<file path="config.mk">
export PLATFORM = sky130hd
export DESIGN_NAME = mult16_share_ctrl
export DESIGN_NICKNAME = d
export VERILOG_FILES = /design/src/rtl/mult16_share_pkg.sv /design/src/rtl/booth4_wallace_mult16.sv /design/src/rtl/mult16_share_ctrl.sv
export SDC_FILE = /design/constraint.sdc
export NUM_CORES = 1
export LEC_CHECK = 0
export BUFFER_PORTS_ARGS = -buffer_cell sky130_fd_sc_hd__buf_4
export CAP_MARGIN = 20
export CORE_MARGIN = 2
export CORE_UTILIZATION = 40
export CTS_BUF_LIST = sky130_fd_sc_hd__clkbuf_4 sky130_fd_sc_hd__clkbuf_8
export DETAILED_ROUTE_END_ITERATION = 10
export HOLD_SLACK_MARGIN = 0.12
export SLEW_MARGIN = 20
export SYNTH_ARGS = -nofsm -noshare
export SYNTH_HDL_FRONTEND = slang
export SYNTH_SLANG_ARGS = --single-unit
</file>
<file path="constraint.sdc">
create_clock -name sys_clk -period 9.85 [get_ports sys_clk]
set_input_delay 0 -clock sys_clk [delete_from_list [all_inputs] [get_ports sys_clk]]
set_output_delay 0 -clock sys_clk [all_outputs]
set_load 0.1 [all_outputs]
</file>
<file path="src/rtl/mult16_share_pkg.sv">
// rtl/mult16_share_pkg.sv - shared types and widths for the multiplier sharing controller
package mult16_share_pkg;

   localparam int W    = 16;
   localparam int PW   = 32;
   localparam int ID_W = 1;

   typedef enum logic [1:0] {
      ST_IDLE = 2'd0,
      ST_MUL  = 2'd1,
      ST_DONE = 2'd2
   } state_t;

endpackage

</file>
<file path="src/rtl/booth4_wallace_mult16.sv">
// rtl/booth4_wallace_mult16.sv - combinational radix-4 Booth 16x16 signed multiplier with carry-save reduction
module booth4_wallace_mult16 (
   input  logic [15:0] a,
   input  logic [15:0] b,
   output logic [31:0] p
);

   logic [16:0] b_ext;
   logic [31:0] a_ext;
   logic [31:0] pp [8];
   logic [31:0] s;
   logic [31:0] c;
   logic [31:0] t;

   // Booth radix-4 recoding: one signed partial product per pair of multiplier bits
   always_comb begin
      b_ext = {b, 1'b0};
      a_ext = {{16{a[15]}}, a};
      for (int i = 0; i < 8; i++) begin
         case (b_ext[2*i +: 3])
            3'b001, 3'b010: pp[i] = a_ext;
            3'b011:         pp[i] = a_ext << 1;
            3'b100:         pp[i] = -(a_ext << 1);
            3'b101, 3'b110: pp[i] = -a_ext;
            default:        pp[i] = '0;
         endcase
         pp[i] = pp[i] << (2 * i);
      end
   end

   // 3:2 compressor chain keeps sum/carry apart; one carry-propagate add at the end
   always_comb begin
      s = '0;
      c = '0;
      t = '0;
      for (int i = 0; i < 8; i++) begin
         t = s ^ c ^ pp[i];
         c = ((s & c) | (s & pp[i]) | (c & pp[i])) << 1;
         s = t;
      end
      p = s + c;
   end

endmodule

</file>
<file path="src/rtl/mult16_share_ctrl.sv">
// rtl/mult16_share_ctrl.sv - round-robin sharing of one 16x16 signed multiplier between two requesters
module mult16_share_ctrl
   import mult16_share_pkg::*;
#(
   parameter int W = mult16_share_pkg::W
) (
   input  logic              sys_clk,
   input  logic              sys_rst,
   input  logic              req0_valid,
   input  logic [W-1:0]      req0_a,
   input  logic [W-1:0]      req0_b,
   output logic              req0_ready,
   input  logic              req1_valid,
   input  logic [W-1:0]      req1_a,
   input  logic [W-1:0]      req1_b,
   output logic              req1_ready,
   output logic              res_valid,
   input  logic              res_ready,
   output logic [2*W-1:0]    res_p,
   output logic [ID_W-1:0]   res_id,
   output logic              busy
);

   state_t            state;
   state_t            state_nxt;
   logic [ID_W-1:0]   last;
   logic [W-1:0]      op_a;
   logic [W-1:0]      op_b;
   logic [ID_W-1:0]   op_id;
   logic              gnt_any;
   logic [ID_W-1:0]   gnt_id;
   logic              hs;
   logic [2*W-1:0]    mult_p;

   // Grant: a lone requester wins; under contention the one not served last wins
   always_comb begin
      gnt_any = req0_valid | req1_valid;
      if (req0_valid && req1_valid)
         gnt_id = ~last;
      else if (req1_valid)
         gnt_id = 1'b1;
      else
         gnt_id = 1'b0;
   end

   // State register
   always_ff @(posedge sys_clk or posedge sys_rst) begin
      if (sys_rst)
         state <= ST_IDLE;
      else
         state <= state_nxt;
   end

   // Next state: accept, one settle cycle for the multiplier, then hold until consumed
   always_comb begin
      state_nxt = state;
      case (state)
         ST_IDLE: if (hs) state_nxt = ST_MUL;
         ST_MUL:  state_nxt = ST_DONE;
         ST_DONE: if (res_ready) state_nxt = ST_IDLE;
         default: state_nxt = ST_IDLE;
      endcase
   end

   // Outputs: ready only in IDLE and never while reset is asserted
   always_comb begin
      req0_ready = (state == ST_IDLE) && !sys_rst && gnt_any && (gnt_id == 1'b0);
      req1_ready = (state == ST_IDLE) && !sys_rst && gnt_any && (gnt_id == 1'b1);
      hs         = req0_ready | req1_ready;
      busy       = (state != ST_IDLE);
   end

   // Operand capture, round-robin pointer and registered result
   always_ff @(posedge sys_clk or posedge sys_rst) begin
      if (sys_rst) begin
         op_a      <= '0;
         op_b      <= '0;
         op_id     <= '0;
         last      <= 1'b1;
         res_p     <= '0;
         res_id    <= '0;
         res_valid <= 1'b0;
      end else begin
         if (hs) begin
            op_a  <= (gnt_id == 1'b1) ? req1_a : req0_a;
            op_b  <= (gnt_id == 1'b1) ? req1_b : req0_b;
            op_id <= gnt_id;
            last  <= gnt_id;
         end
         if (state == ST_MUL) begin
            res_p     <= mult_p;
            res_id    <= op_id;
            res_valid <= 1'b1;
         end else if ((state == ST_DONE) && res_ready) begin
            res_valid <= 1'b0;
         end
      end
   end

   booth4_wallace_mult16 u_mult (
      .a (op_a),
      .b (op_b),
      .p (mult_p)
   );

endmodule

</file>
==> impl_metrics.tcl <==
set metrics [dict create \
    viasPerCell 5.97 \
    drtIter0Drc 1586 \
    cts-root-buf "clkbuf_8" \
    area_growth_pct 16.3 \
    routedWlPerCell_microns 20.8 \
    cts_max_path_buffers 2 \
    wl_microns 48000 \
    rows 67 \
    cts_buffers 9 \
    cts_hold_buf 66 \
    end_kind "flop" \
    crit_path_max_incr_delay_ps 560 \
    yosysTopAreaCell "fa_1" \
    synth.area.top_cells "fa_1 19%, dfrtp_1 13%, ha_1 6.8%, nand2_1 6.2%, o21ai_0 5.6%" \
    vias 13778 \
    fin_crit_sh 0.909 \
    maxCapViolCount 0 \
    io_pins 106 \
    multi_input_area_sq_um 10700 \
    start_kind "flop" \
    cp.required_ps 10090 \
    postSynthAreaPerCell_sq_um 7.76 \
    grt.overflow.total 0 \
    synth.distinct_cells 73 \
    cpMostUsedCell "fa_1" \
    criticalPathCategory "reg -> reg" \
    layout-drive-gt1-share 0.123 \
    ant_nets 0 \
    port-buffer-count 105 \
    grt_pass1_wl_microns 75900 \
    fill_cells 3385 \
    yosys.area.top_type_share 0.194 \
    synth_seq_area_share 0.128 \
    max_freq_mhz 112 \
    drv_slew 0 \
    cp_max_fo 11 \
    synth_area_sq_um 13700 \
    crit_arrival_ps 9190 \
    hp-class "in -> async" \
    grt_usage 0.268 \
    ys_ff_latch 70 \
    cts_tree "built" \
    cts_setup_buffers 0 \
    synth-edff-count 0 \
    utilization 0.474 \
    critPathTopFamily "adder cells" \
    fin_setup_tns_ps 0 \
    die_w_microns 189 \
    worst_path_max_delay_cell "fa_1" \
    dr.pass1.iters 6 \
    grt_max_degree 64 \
    synth-main-ff-cell "dfrtp_1" \
    core-area_sq_um 33600 \
    cts_sinks 70 \
    max_slew_margin 0.258 \
    async_reset_ff_frac 1.00 \
    status "complete, no violations" \
    finalCriticalPeriod_ps 8960 \
    grt_setup_unrepaired "no" \
    place_congestion 0.947 \
    fin_skew_ps 22.0 \
    drc 0 \
    fp.dieArea_sq_um 35700 \
    die_y_microns 189 \
    antenna_found_initial 0 \
    antenna_cells 0 \
    worstPathBufferInverterCount 4 \
    insertion_delay_ps 400 \
    tightest_slew_ps 1110 \
    setup_violations 0 \
    seqCellArea_sq_um 1760 \
    fin_nets 2130 \
    yosys_warnings 0 \
    cts_resized 0 \
    grt_pass1_vias 13403 \
    start_util 0.407 \
    synth_fp_nets 2041 \
    hold_viol 0 \
    hpwl_microns 36300 \
    syn_inst 1765 \
    htree_num_levels 3 \
    clkTransAtPathRegs_ps 90 \
]
## cell usage after synthesis (13+ instances only)
master and count:
a211oi_1 20, o22ai_1 36, inv_1 155, buf_1 24, a221oi_1 44, dfrtp_1 69
a21o_1 21, a311oi_1 14, a221o_1 22, o31ai_1 15, a31oi_1 23, nand2_1 228
ha_1 74, xnor2_1 60, nor2b_1 13, o211ai_1 25, nor3_1 15, mux2i_1 25
clkbuf_1 140, a222oi_1 32, fa_1 133, o21ai_0 152, nor2_1 117, a21oi_1 123
xor2_1 42
## metrics by stage
stage	instance area (sq um)	setup WS [ps]	instances	hold slack [ps]
after global placement	15000	1110	2221	104
after global routing	15900	335	2307	257
after floorplan	13700	1450	1765	108
after CTS	15900	973	2303	162
final	15900	895	2307	220
after detailed placement	15000	1020	2221	107
## per-layer routing
| metal | track usage | vias to the layer above | share of wire |
|---|---|---|---|
| met5 | 0 | - | 0 |
| met4 | 0.0953 | 0 | 0.032 |
| met3 | 0.0371 | 80 | 0.079 |
| met2 | 0.413 | 655 | 0.44 |
| met1 | 0.382 | 6637 | 0.45 |
| li1 | - | 6406 | - |
## worst register-to-register path: cells and delay by family, from the launching register on
family / cells / cell delay, ps
adder cells (fa/ha/maj): 8 / 3680
AO/OA/AOI/OAI: 11 / 2390
AND/OR/NAND/NOR: 4 / 1290
flip-flops: 1 / 550
buffers and inverters: 4 / 510
XOR/XNOR: 2 / 380
## final timing paths
kind	startpoint	endpoint	slack [ps]	cells after the start
min in group sys_clk	res_ready	state[1]	350	3
setup / recovery	op_a[0]	res_p[31]	890	29
hold / removal	sys_rst	op_b[8]	220	3
setup reg to reg	op_a[0]	res_p[31]	890	29
hold reg to reg	res_p[19]	res_p[19]	480	2
max in group asynchronous	sys_rst	last	8700	4
## layout by cell type (no fill, tap or decap), drive strengths merged, types with 5 or more instances in the layout
cell type and count:
nand2 228, buf 178, inv 155, o21ai 155
fa 133, a21oi 123, nor2 117, ha 74
dlygate4sd3 69, dfrtp 69, xnor2 60, a221oi 45
xor2 42, o22ai 36, a222oi 32, o211ai 25
mux2i 25, a31oi 24, a221o 22, a21o 21
a211oi 20, o31ai 15, nor3 15, a311oi 14
nor2b 13, a22oi 11, nand2b 11, or2 10
clkbuf 10, or3 8, o221ai 7, nand3 7
a41o 6, and3 5, o21a 5, and2 5
mux2 5, clkinv 5
## area by class of cell
type / count / share of cell area
Multi-Input combinational cell: 1369 / 0.674
Timing Repair Buffer: 247 / 0.128
Sequential cell: 70 / 0.110
Inverter: 157 / 0.0371
Tap cell: 448 / 0.0352
Clock buffer: 10 / 0.00864
Clock inverter: 6 / 0.00683
## state kept, by name, indices dropped and copies added, names as in the netlist
signal,flops
op_id,1
last,1
op_b,16
res_id,1
res_p,32
state,2
op_a,16
res_valid,1
## logic make-up after synthesis
group / share of synthesized area
flip-flops: 0.128
buffers and inverters: 0.0904
multiplexers: 0.0257
AND/OR/NAND/NOR: 0.135
XOR/XNOR: 0.0669
adder cells (fa/ha/maj): 0.262
AO/OA/AOI/OAI: 0.292
Power is left out: the tool's default activity adds up to more than one toggle a clock period on the data nets, which glitch-free logic cannot reach.
